## src/rtl/adc_serial_reader_if.sv

```systemverilog
// Bundles the ADC pin-level signals and the downstream control/sample handshake.
// The master modport is the reader; slave is the environment driving the ADC pins and control.
interface adc_serial_reader_if #(
    parameter int unsigned DATA_W = 16
);
    logic              ena;
    logic              start;
    logic              adc_nconv;
    logic              adc_busy;
    logic              adc_sclk;
    logic              adc_sdout;
    logic [DATA_W-1:0] data;
    logic              data_valid;
    logic              frame_err;
    logic              timeout_err;
    logic              rdy;

    modport master (
        input  ena, start, adc_busy, adc_sclk, adc_sdout,
        output adc_nconv, data, data_valid, frame_err, timeout_err, rdy
    );

    modport slave (
        output ena, start, adc_busy, adc_sclk, adc_sdout,
        input  adc_nconv, data, data_valid, frame_err, timeout_err, rdy
    );
endinterface

```

## src/rtl/adc_serial_reader.sv

```systemverilog
// Serial ADC front end: issues nCONV, synchronises BUSY/SCLK/SDOUT into clk200 and
// deserialises one MSB-first sample per conversion, flagging short frames and timeouts.
module adc_serial_reader #(
    parameter int unsigned DATA_W      = 16,
    parameter int unsigned SYNC_STAGES = 2,
    parameter int unsigned NCONV_MIN   = 4,
    parameter int unsigned TIMEOUT     = 1024
) (
    input logic                 clk200,
    input logic                 nrst,
    adc_serial_reader_if.master bus
);
    localparam int unsigned BIT_W = $clog2(DATA_W + 1);
    localparam int unsigned TMO_W = $clog2(TIMEOUT + 1);
    localparam int unsigned NCV_W = $clog2(NCONV_MIN + 1);

    localparam logic [BIT_W-1:0] BIT_FULL = BIT_W'(DATA_W);
    localparam logic [TMO_W-1:0] TMO_LAST = TMO_W'(TIMEOUT - 1);
    localparam logic [TMO_W-1:0] TMO_MAX  = TMO_W'(TIMEOUT);
    localparam logic [NCV_W-1:0] NCV_LAST = NCV_W'(NCONV_MIN - 1);

    typedef enum logic [1:0] {StIdle, StConv, StShift, StDone} state_e;

    state_e            state_q, state_d;
    logic              nconv_q, nconv_d;
    logic [NCV_W-1:0]  nconv_cnt_q, nconv_cnt_d;
    logic [TMO_W-1:0]  tmo_cnt_q, tmo_cnt_d;
    logic [BIT_W-1:0]  bit_cnt_q, bit_cnt_d;
    logic [DATA_W-1:0] shreg_q, shreg_d;
    logic [DATA_W-1:0] data_q, data_d;
    logic              frame_err_q, frame_err_d;
    logic              timeout_err_q, timeout_err_d;

    logic [SYNC_STAGES-1:0] busy_sync_q, sclk_sync_q, sdout_sync_q;
    logic                   sclk_s_d_q;
    logic                   busy_s, sclk_s, sdout_s, sclk_rise;

    // Equal chain depths keep sdout_s aligned with sclk_s.
    always_ff @(posedge clk200 or posedge nrst) begin
        if (nrst) begin
            busy_sync_q  <= '0;
            sclk_sync_q  <= '0;
            sdout_sync_q <= '0;
            sclk_s_d_q   <= 1'b0;
        end else begin
            busy_sync_q  <= {busy_sync_q[SYNC_STAGES-2:0], bus.adc_busy};
            sclk_sync_q  <= {sclk_sync_q[SYNC_STAGES-2:0], bus.adc_sclk};
            sdout_sync_q <= {sdout_sync_q[SYNC_STAGES-2:0], bus.adc_sdout};
            sclk_s_d_q   <= sclk_s;
        end
    end

    assign busy_s    = busy_sync_q[SYNC_STAGES-1];
    assign sclk_s    = sclk_sync_q[SYNC_STAGES-1];
    assign sdout_s   = sdout_sync_q[SYNC_STAGES-1];
    assign sclk_rise = sclk_s & ~sclk_s_d_q;

    always_ff @(posedge clk200 or posedge nrst) begin
        if (nrst) begin
            state_q       <= StIdle;
            nconv_q       <= 1'b1;
            nconv_cnt_q   <= '0;
            tmo_cnt_q     <= '0;
            bit_cnt_q     <= '0;
            shreg_q       <= '0;
            data_q        <= '0;
            frame_err_q   <= 1'b0;
            timeout_err_q <= 1'b0;
        end else begin
            state_q       <= state_d;
            nconv_q       <= nconv_d;
            nconv_cnt_q   <= nconv_cnt_d;
            tmo_cnt_q     <= tmo_cnt_d;
            bit_cnt_q     <= bit_cnt_d;
            shreg_q       <= shreg_d;
            data_q        <= data_d;
            frame_err_q   <= frame_err_d;
            timeout_err_q <= timeout_err_d;
        end
    end

    always_comb begin
        state_d       = state_q;
        nconv_d       = nconv_q;
        nconv_cnt_d   = nconv_cnt_q;
        tmo_cnt_d     = tmo_cnt_q;
        bit_cnt_d     = bit_cnt_q;
        shreg_d       = shreg_q;
        data_d        = data_q;
        frame_err_d   = 1'b0;
        timeout_err_d = 1'b0;

        unique case (state_q)
            StIdle: begin
                if (bus.start && bus.ena) begin
                    state_d     = StConv;
                    nconv_d     = 1'b0;
                    nconv_cnt_d = '0;
                    tmo_cnt_d   = '0;
                end
            end
            StConv: begin
                if (nconv_cnt_q != NCV_LAST) begin
                    nconv_cnt_d = nconv_cnt_q + NCV_W'(1);
                end
                // nCONV is held low until BUSY is seen so the ADC cannot retrigger.
                if (busy_s && nconv_cnt_q >= NCV_LAST) begin
                    state_d   = StShift;
                    nconv_d   = 1'b1;
                    bit_cnt_d = '0;
                    shreg_d   = '0;
                end
            end
            StShift: begin
                if (sclk_rise && bit_cnt_q < BIT_FULL) begin
                    shreg_d   = {shreg_q[DATA_W-2:0], sdout_s};
                    bit_cnt_d = bit_cnt_q + BIT_W'(1);
                end
                // Evaluate the post-shift count so a final edge coinciding with BUSY fall counts.
                if (!busy_s) begin
                    if (bit_cnt_d == BIT_FULL) begin
                        state_d = StDone;
                        data_d  = shreg_d;
                    end else begin
                        state_d     = StIdle;
                        frame_err_d = 1'b1;
                    end
                end
            end
            StDone: begin
                state_d = StIdle;
            end
            default: begin
                state_d = StIdle;
            end
        endcase

        if (state_q == StConv || state_q == StShift) begin
            if (tmo_cnt_q != TMO_MAX) begin
                tmo_cnt_d = tmo_cnt_q + TMO_W'(1);
            end
            if (tmo_cnt_q == TMO_LAST) begin
                state_d       = StIdle;
                nconv_d       = 1'b1;
                timeout_err_d = 1'b1;
                frame_err_d   = 1'b0;
                data_d        = data_q;
            end
        end
    end

    assign bus.adc_nconv   = nconv_q;
    assign bus.data        = data_q;
    assign bus.data_valid  = (state_q == StDone);
    assign bus.frame_err   = frame_err_q;
    assign bus.timeout_err = timeout_err_q;
    assign bus.rdy         = (state_q == StIdle);
endmodule

```

## src/flat_wrapper.sv

```systemverilog
// flat-port wrapper written by rule: the top's interface ports become plain ports
module adc_serial_reader_flat 
#(
    parameter int unsigned DATA_W      = 16,
    parameter int unsigned SYNC_STAGES = 2,
    parameter int unsigned NCONV_MIN   = 4,
    parameter int unsigned TIMEOUT     = 1024
)
  (clk200, nrst, bus_ena, bus_start, bus_adc_busy, bus_adc_sclk, bus_adc_sdout, bus_adc_nconv, bus_data, bus_data_valid, bus_frame_err, bus_timeout_err, bus_rdy);
  adc_serial_reader_if #(.DATA_W(DATA_W)) bus_i ();
  input logic clk200;
  input logic nrst;
  input wire logic [$bits(bus_i.ena)-1:0] bus_ena;
  input wire logic [$bits(bus_i.start)-1:0] bus_start;
  input wire logic [$bits(bus_i.adc_busy)-1:0] bus_adc_busy;
  input wire logic [$bits(bus_i.adc_sclk)-1:0] bus_adc_sclk;
  input wire logic [$bits(bus_i.adc_sdout)-1:0] bus_adc_sdout;
  output wire logic [$bits(bus_i.adc_nconv)-1:0] bus_adc_nconv;
  output wire logic [$bits(bus_i.data)-1:0] bus_data;
  output wire logic [$bits(bus_i.data_valid)-1:0] bus_data_valid;
  output wire logic [$bits(bus_i.frame_err)-1:0] bus_frame_err;
  output wire logic [$bits(bus_i.timeout_err)-1:0] bus_timeout_err;
  output wire logic [$bits(bus_i.rdy)-1:0] bus_rdy;
  assign bus_i.ena = bus_ena;
  assign bus_i.start = bus_start;
  assign bus_i.adc_busy = bus_adc_busy;
  assign bus_i.adc_sclk = bus_adc_sclk;
  assign bus_i.adc_sdout = bus_adc_sdout;
  assign bus_adc_nconv = bus_i.adc_nconv;
  assign bus_data = bus_i.data;
  assign bus_data_valid = bus_i.data_valid;
  assign bus_frame_err = bus_i.frame_err;
  assign bus_timeout_err = bus_i.timeout_err;
  assign bus_rdy = bus_i.rdy;
  adc_serial_reader #(.DATA_W(DATA_W), .SYNC_STAGES(SYNC_STAGES), .NCONV_MIN(NCONV_MIN), .TIMEOUT(TIMEOUT)) u_core (.clk200(clk200), .nrst(nrst), .bus(bus_i));
endmodule
```

## config.mk

```make
export PLATFORM = sky130hd
export DESIGN_NAME = adc_serial_reader_flat
export DESIGN_NICKNAME = d
export VERILOG_FILES = /design/src/rtl/adc_serial_reader_if.sv /design/src/rtl/adc_serial_reader.sv /design/src/flat_wrapper.sv
export SDC_FILE = /design/constraint.sdc
export NUM_CORES = 1
export LEC_CHECK = 0
export CORE_MARGIN = 2
export CORE_UTILIZATION = 49
export DETAILED_ROUTE_END_ITERATION = 6
export HOLD_SLACK_MARGIN = 0.06
export PLACE_DENSITY = 0.68
export SLEW_MARGIN = 20
export SYNTH_ARGS = -nofsm -noshare
export SYNTH_HDL_FRONTEND = slang
export SYNTH_SLANG_ARGS = --single-unit
```

## constraint.sdc

```tcl
create_clock -name clk200 -period 5.08 [get_ports clk200]
set_input_delay 0.508 -clock clk200 [delete_from_list [all_inputs] [get_ports clk200]]
set_output_delay 0.508 -clock clk200 [all_outputs]
set_load 0.005 [all_outputs]
```

==> results.sh, run 1 <==
export IMPL_ys_async_sr_fraction_pct=100.0
export IMPL_hold_viol_final=0
export IMPL_worstSetupEndpointType="flop"
export IMPL_place_gp_congestion=0.8469
export IMPL_ys_seq_area_share_pct=52.37
export IMPL_syn_instance_count=252
export IMPL_cts_buffers=9
export IMPL_skew_ns=0.008430
export IMPL_synth_distinct_cells=44
export IMPL_drv_slew=0
export IMPL_synth_edf_count=0
export IMPL_track_usage_pct=17.80
export IMPL_total_power_mw=1.443
export IMPL_synthTopCellsByArea="dfrtp_1, mux2_2, a22o_1"
export IMPL_first_iter_violations=97
export IMPL_p_int_mw=0.9500
export IMPL_ys_warn_count=0
export IMPL_hold_depth=0
export IMPL_syn_cell_area_um2=3013
export IMPL_path_clk_slew_ns=0.07
export IMPL_wl_mm=5.351
export IMPL_hpwlAfterDp_mm=3.475
export IMPL_synth_flop_cell="dfrtp_1"
export IMPL_gr_total_overflow=0
export IMPL_rsz0062_at_grt="false"
export IMPL_h_tree_depth=3
export IMPL_grt_pass1_wl_mm=8.990
export IMPL_holdBufCountCts=0
export IMPL_yosysMostFrequentCell="dfrtp_1"
export IMPL_die_h_um=82.42
export IMPL_fin_crit_sh_pct=53.25
export IMPL_syn_to_final_growth_pct=17.11
export IMPL_reg2regPathDepth=6
export IMPL_synth_top_area_cell="dfrtp_1"
export IMPL_drtPass1Iterations=4
export IMPL_setup_tns_ns=0
export IMPL_design_die_area_um2=6792
export IMPL_setup_viol=0
export IMPL_fin_nets=299
export IMPL_startpoint_type="flop"
export IMPL_power_per_cell_area_nw_per_um2=409.0
export IMPL_r2r_setup_slack_ns=2.37
export IMPL_drive_gt1_share_pct=20.83
export IMPL_status="finished, final reports clean"
export IMPL_slew_headroom_pct=38.50
export IMPL_ys_seq_elements=63
export IMPL_placed_cells=347
export IMPL_path_max_fanout=23
export IMPL_postCtsSetupBuffers=0
export IMPL_cts_resized=0
export IMPL_numClockSinks=63
export IMPL_clock_fmax_ghz=0.3697
export IMPL_vias=1993
export IMPL_cts_buffer_depth=2
export IMPL_clkPwrFrac_pct=29.8
export IMPL_power_frac_comb_pct=28.3
export IMPL_vdd_ir_drop_worst_uv=208.8
export IMPL_yosysTopAreaCellShare_pct=51.50
export IMPL_antenna_cells=0
export IMPL_seqPwrFrac_pct=42.0
export IMPL_start_util_pct=50.89
export IMPL_swShare_pct=34.16
export IMPL_drc=0
export IMPL_timing_rr_end="u_core.bus.data[11]"
export IMPL_grt_start_max_net_pins=64
export IMPL_avgViaCountPerCell=5.490
export IMPL_syn_area_per_cell_um2=11.96
export IMPL_die_w_um=82.42
export IMPL_portBuffers=27
export IMPL_root_buffer="clkbuf_8"
export IMPL_critical_path_class="flop to flop"
export IMPL_worstPathArrival_ns=2.93
export IMPL_rows=28
export IMPL_power_leakage_nw=1.631
export IMPL_p_switching_mw=0.4930
export IMPL_ioPinCount=28
export IMPL_worstMarginPinSlew_ns=0.9225
export IMPL_post_route_min_period_ns=2.705
export IMPL_grt_pass1_vias=1921
export IMPL_routedWlPerCell_um=14.74
export IMPL_clock_latency_ns=0.34
export IMPL_cap_violations=0
export IMPL_syn_num_nets=268
export IMPL_worstHoldPathType="flop to flop"
export IMPL_utilization_pct=59.59
export IMPL_hold_end="u_core.sclk_sync_q[1]"
export IMPL_cp_required_ns=5.31
export IMPL_core_um2=5921
export IMPL_antenna_found_initial=0
export IMPL_ys_top_cells_by_count="dfrtp_1, mux2_2, nand2_1"
export IMPL_worstHoldStart="u_core.sclk_sync_q[0]"
export IMPL_ant_nets=0
export IMPL_r2r_start="u_core.bit_cnt_q[4]"
export IMPL_cts_tree="done"
export IMPL_fin_cells=363
## power by group through the flow
stage | Sequential, mW | Clock [mW] | Combinational, mW
global route | 0.614 | 0.462 | 0.465
finish | 0.606 | 0.429 | 0.408
detailed placement | 0.614 | 0 | 0.409
global placement | 0.612 | 0 | 0.411
CTS | 0.605 | 0.443 | 0.414
floorplan | 0.601 | 0 | 0.320
## critical path, stage by stage (launching register included)
cell and delay (ns):
dfrtp_1 0.42, nor3b_2 0.16, buf_4 0.30, nand4_1 0.17, o21ai_1 0.27, and4_1 0.85, mux2_2 0.41
## flip-flops by register name, summed over array words and instances, names as in the netlist, 2 cells and up
register and count:
u_core.busy_sync_q 2, u_core.tmo_cnt_q 11, u_core.state_q 2, u_core.sdout_sync_q 2, u_core.bus.data 16, u_core.bit_cnt_q 5, u_core.sclk_sync_q 2, u_core.nconv_cnt_q 3
u_core.shreg_q 16
## routing by layer
layer / share of wire, % / wire [um] / vias to the layer above / track usage, %
li1: - / - / 973 / -
met1: 48 / 2574 / 987 / 24.10
met2: 47 / 2538 / 23 / 26.94
met3: 2.1 / 113 / 10 / 3.261
met4: 2.3 / 125 / 0 / 10.00
met5: 0 / 0 / - / 0
## layout by cell type, fill, tap and decap left out, types with 5 or more instances in the layout
| cell | n |
|---|---|
| o21ai_1 | 7 |
| nand4_1 | 5 |
| ha_1 | 9 |
| nand3_1 | 10 |
| o21ai_0 | 13 |
| dfrtp_1 | 62 |
| a21oi_1 | 7 |
| mux2_4 | 10 |
| inv_1 | 11 |
| a22o_1 | 18 |
| clkdlybuf4s50_1 | 27 |
| clkbuf_8 | 9 |
| mux2_2 | 23 |
| nand2_1 | 19 |
| nor2_1 | 9 |
## per-stage QoR
| stage | worst slack [ns] | instance area (um^2) | hold slack [ns] |
|---|---|---|---|
| detailed placement | 2.356 | 3332 | 0.3364 |
| finish | 2.375 | 3528 | 0.3532 |
| CTS | 2.347 | 3528 | 0.3527 |
| global route | 2.121 | 3528 | 0.3602 |
| global placement | 2.426 | 3332 | 0.3318 |
| floorplan | 2.931 | 3013 | 0.3312 |
## logic make-up after synthesis
kind of cell    share of synthesized area [%]
simple gates                            11.79
mux                                     14.24
flops                                   52.37
compound gates                          13.50
xor+xnor                               0.8723
buf+inv                                 3.488
fa+ha+maj                               3.738
## cell type report
type	instances	area (um^2)
Inverter	12	45.04
Clock buffer	9	123.9
Timing Repair Buffer	29	285.3
Tap cell	75	93.84
Sequential cell	63	1578
Clock inverter	7	72.57
Fill cell	489	2392
Multi-Input combinational cell	168	1330
## worst max-delay path by stage
stage,slack (ns),from,cells after the start,end
final,2.37,u_core.bit_cnt_q[4],6,u_core.bus.data[11]
after global placement,2.43,u_core.bit_cnt_q[4],6,u_core.bus.data[9]
after floorplan,2.93,u_core.state_q[1],9,u_core.bus.data[0]
after CTS,2.35,u_core.bit_cnt_q[4],6,u_core.bus.data[11]
after detailed placement,2.36,u_core.sclk_s_d_q,6,u_core.bus.data[11]
after global routing,2.12,u_core.sclk_s_d_q,6,u_core.bus.data[14]
No activity file was read; power rests on OpenSTA's default activity.
==> inputs of run 2 (changes only) <==
PLACE_DENSITY = 0.71   (was 0.68)
clock period = 2.45 ns   (was 5.08 ns; I/O delays follow)
==> results.sh, run 2 (synthesis gave the netlist of run 1 again) <==
export IMPL_status="finished, final reports clean"
export IMPL_cp_required_ns=2.67
export IMPL_cts_resized=0
export IMPL_setup_tns_ns=0
export IMPL_start_util_pct=50.89
export IMPL_cap_violations=0
export IMPL_postCtsSetupBuffers=0
export IMPL_wl_mm=5.439
export IMPL_post_route_min_period_ns=2.282
export IMPL_worstMarginPinSlew_ns=0.6517
export IMPL_power_per_cell_area_nw_per_um2=841.4
export IMPL_syn_to_final_growth_pct=17.90
export IMPL_slew_headroom_pct=56.55
export IMPL_h_tree_depth=3
export IMPL_fin_nets=303
export IMPL_place_ws_ns=0.1767
export IMPL_cts_buffers=9
export IMPL_crit_family="simple AND/OR/NAND/NOR gates"
export IMPL_grt_pass1_vias=1882
export IMPL_clock_fmax_ghz=0.4382
export IMPL_crit_chain="inv_1 > ha_1 > nand3_1 > nor2_2 > nand4b_2 > and4_1 > buf_4 > mux2_4"
export IMPL_critical_path_class="flop to flop"
export IMPL_nFillCells=479
export IMPL_fin_ws_ns=0.1678
export IMPL_vias=2016
export IMPL_skew_ns=0.008455
export IMPL_hold_viol_final=0
export IMPL_path_clk_slew_ns=0.07
export IMPL_die_h_um=82.42
export IMPL_antenna_found_initial=0
export IMPL_holdBufCountCts=0
export IMPL_slowest_stage="dfrtp_1"
export IMPL_core_um2=5921
export IMPL_track_usage_pct=18.43
export IMPL_drtPass1Iterations=4
export IMPL_antenna_cells=0
export IMPL_grt_start_max_net_pins=43
export IMPL_fin_area_um2=3552
export IMPL_worstPathArrival_ns=2.50
export IMPL_worstSetupEndpointType="flop"
export IMPL_portBuffers=27
export IMPL_utilization_pct=60.00
export IMPL_fin_crit_sh_pct=93.15
export IMPL_cts_tree="done"
export IMPL_seq_area_um2=1578
export IMPL_routedWlPerCell_um=14.86
export IMPL_final_cell_mix="dfrtp_1, clkdlybuf4s50_1, mux2_2"
export IMPL_first_iter_violations=71
export IMPL_ant_nets=0
export IMPL_design_die_area_um2=6792
export IMPL_rows=28
export IMPL_path_max_fanout=16
export IMPL_startpoint_type="flop"
export IMPL_rsz0062_at_grt="false"
export IMPL_drc=0
export IMPL_clock_latency_ns=0.34
export IMPL_setup_viol=0
export IMPL_drv_slew=0
export IMPL_final_common_cell="dfrtp_1"
export IMPL_die_w_um=82.42
export IMPL_numClockSinks=63
export IMPL_place_gp_congestion=0.7851
export IMPL_cts_buffer_depth=2
export IMPL_root_buffer="clkbuf_8"
export IMPL_r2r_setup_slack_ns=0.17
export IMPL_hpwlAfterDp_mm=3.732
export IMPL_total_power_mw=2.989
export IMPL_multiInputGateArea_um2=1330
export IMPL_ioPinCount=28
export IMPL_drive_gt1_share_pct=21.31
export IMPL_power_leakage_nw=1.655
export IMPL_worstHoldPathType="primary input to asynchronous set/reset pin"
export IMPL_avgViaCountPerCell=5.508
export IMPL_gr_total_overflow=0
export IMPL_path_buf_inv=2
export IMPL_grt_pass1_wl_mm=9.211
export IMPL_vdd_ir_drop_worst_uv=626.0
export IMPL_critPathMaxStageDelay_ns=0.41
export IMPL_placed_area_um2=3374
## run 2: per-layer routing
layer	up-vias	GRT usage [%]	wire (um)
li1	990	-	-
met1	990	26.36	2710
met2	27	25.97	2481
met3	9	6.413	165
met4	0	6.500	82
met5	-	0	0
## run 2: report_power, final
group          internal [mW]  leakage (nW)  total [mW]  switching (mW)
Sequential              1.15         0.850        1.26           0.112
Combinational          0.380         0.710       0.894           0.514
Clock                  0.457        0.0957       0.836           0.379
## run 2: worst paths after layout
kind | startpoint | end | cells after the start
hold / removal | nrst | u_core.bus.data[8] | 2
min in group clk200 | bus_adc_sdout | u_core.sdout_sync_q[0] | 1
setup / recovery | u_core.state_q[1] | u_core.bus.data[15] | 8
hold reg to reg | u_core.sclk_sync_q[0] | u_core.sclk_sync_q[1] | 0
setup reg to reg | u_core.state_q[1] | u_core.bus.data[15] | 8
max in group asynchronous | nrst | u_core.busy_sync_q[1] | 3
## run 2: worst reg2reg max path, stage by stage, from the launching register on
cell and delay [ns]:
dfrtp_1 0.41, inv_1 0.08, ha_1 0.41, nand3_1 0.12
nor2_2 0.19, nand4b_2 0.18, and4_1 0.24, buf_4 0.22
mux2_4 0.33
## run 2: through the flow
stage | std cells | hold slack (ns)
finish | 366 | 0.2451
global route | 366 | 0.2805
CTS | 366 | 0.2499
detailed placement | 351 | 0.3365
global placement | 351 | 0.3318
floorplan | 252 | 0.2764
## run 2: layout make-up
cell class                      count  share of cell area (%)
Sequential cell                    63                   44.42
Multi-Input combinational cell    168                   37.44
Timing Repair Buffer               33                   9.229
Clock buffer                       10                   3.593
Tap cell                           75                   2.642
Clock inverter                      5                   1.409
Inverter                           12                   1.268
==> inputs of run 3 (changes only) <==
PLACE_DENSITY = 0.68   (was 0.71)
clock period = 2.6 ns   (was 2.45 ns; I/O delays follow)
==> results.sh, run 3 (synthesis gave the netlist of run 1 again) <==
export IMPL_fin_crit_sh_pct=88.98
export IMPL_drtPass1Iterations=4
export IMPL_cts_buffer_depth=2
export IMPL_start_util_pct=50.89
export IMPL_skew_ns=0.01552
export IMPL_startpoint_type="flop"
export IMPL_critPathMaxStageDelay_ns=0.42
export IMPL_holdBufCountCts=0
export IMPL_placed_cells=349
export IMPL_crit_chain="inv_1 > ha_1 > nand3_1 > nor2_2 > nand4b_2 > and4_1 > buf_4 > mux2_4"
export IMPL_first_iter_violations=100
export IMPL_root_buffer="clkbuf_8"
export IMPL_cp_required_ns=2.83
export IMPL_hold_viol_final=0
export IMPL_fin_cells=365
export IMPL_worstMarginPinSlew_ns=0.6581
export IMPL_setup_viol=0
export IMPL_fin_nets=301
export IMPL_path_max_fanout=16
export IMPL_cts_buffers=9
export IMPL_setup_tns_ns=0
export IMPL_ant_nets=0
export IMPL_h_tree_depth=3
export IMPL_utilization_pct=60.59
export IMPL_routedWlPerCell_um=15.09
export IMPL_cap_violations=0
export IMPL_grt_pass1_vias=2013
export IMPL_antenna_cells=0
export IMPL_post_route_min_period_ns=2.313
export IMPL_rows=28
export IMPL_critical_path_class="flop to flop"
export IMPL_power_per_cell_area_nw_per_um2=828.9
export IMPL_gr_total_overflow=0
export IMPL_cts_tree="done"
export IMPL_die_w_um=82.42
export IMPL_final_cell_mix="dfrtp_1, clkdlybuf4s50_1, mux2_2"
export IMPL_total_power_mw=2.974
export IMPL_fin_area_um2=3587
export IMPL_worstSetupEndpointType="flop"
export IMPL_holdWs_ns=0.2636
export IMPL_drive_gt1_share_pct=21.38
export IMPL_ioPinCount=28
export IMPL_drv_slew=0
export IMPL_final_common_cell="dfrtp_1"
export IMPL_cts_resized=0
export IMPL_place_ws_ns=0.3055
export IMPL_hpwlAfterDp_mm=3.612
export IMPL_syn_to_final_growth_pct=19.06
export IMPL_die_h_um=82.42
export IMPL_slowest_stage="ha_1"
export IMPL_worstPathArrival_ns=2.54
export IMPL_r2r_setup_slack_ns=0.29
export IMPL_placed_area_um2=3359
export IMPL_grt_pass1_wl_mm=9.315
export IMPL_antenna_found_initial=0
export IMPL_path_clk_slew_ns=0.09
export IMPL_fin_ws_ns=0.2865
export IMPL_wl_mm=5.508
export IMPL_postCtsSetupBuffers=0
export IMPL_numClockSinks=63
export IMPL_grt_start_max_net_pins=42
export IMPL_avgViaCountPerCell=5.658
export IMPL_design_die_area_um2=6792
export IMPL_clock_fmax_ghz=0.4322
export IMPL_place_gp_congestion=0.8044
export IMPL_worstHoldPathType="primary input to asynchronous set/reset pin"
export IMPL_drc=0
export IMPL_track_usage_pct=18.28
export IMPL_vias=2065
export IMPL_power_leakage_nw=1.664
export IMPL_core_um2=5921
export IMPL_rsz0062_at_grt="false"
export IMPL_vdd_ir_drop_worst_uv=490.1
export IMPL_clock_latency_ns=0.34
export IMPL_slew_headroom_pct=56.13
export IMPL_status="finished, final reports clean"
export IMPL_portBuffers=27
export IMPL_nFillCells=488
[run 3: cell count changes in the layout (fill, tap and decap cells not counted), sizes merged]
cell and delta:
buf -2, inv +2, bufinv +1, clkbuf -1
clkinv -1
[run 3: path summary, 6_finish.rpt]
check	cells past startpoint	from	end
worst max register to register	8	u_core.state_q[1]	u_core.bus.data[15]
worst max-delay path	8	u_core.state_q[1]	u_core.bus.data[15]
worst min register to register	0	u_core.busy_sync_q[0]	u_core.busy_sync_q[1]
min in group clk200	1	bus_adc_sdout	u_core.sdout_sync_q[0]
worst min-delay path	2	nrst	u_core.bus.data[2]
max in group asynchronous	3	nrst	u_core.bus.adc_nconv
[run 3: critical path: cells and delay by family (launching register included)]
kind                       cells  cell delay, ns
buffers and inverters          2            0.30
muxes                          1            0.32
DFF                            1            0.41
adders and majority gates      1            0.42
and+or+nand+nor                4            0.76
[run 3: routing by layer]
metal | global-route usage (%) | vias up | part of all wire, %
li1 | - | 982 | -
met1 | 25.07 | 1048 | 48
met2 | 28.23 | 28 | 47
met3 | 3.261 | 7 | 2.8
met4 | 8.500 | 0 | 1.6
met5 | 0 | - | 0
[run 3: final cells by class]
| cell class | instances | area (um^2) | share of cell area, % |
|---|---|---|---|
| multi-input combinational | 168 | 1330 | 37.08 |
| clock inverter | 7 | 103.9 | 2.895 |
| timing repair buffer | 31 | 312.8 | 8.720 |
| clock buffer | 9 | 123.9 | 3.453 |
| sequential | 63 | 1578 | 43.98 |
| inverter | 12 | 45.04 | 1.256 |
| tap | 75 | 93.84 | 2.616 |
[run 3: report_power, final]
part	internal [mW]	switching, mW
logic	0.342	0.476
registers	1.08	0.104
clock network	0.551	0.421
total	1.97	1.00
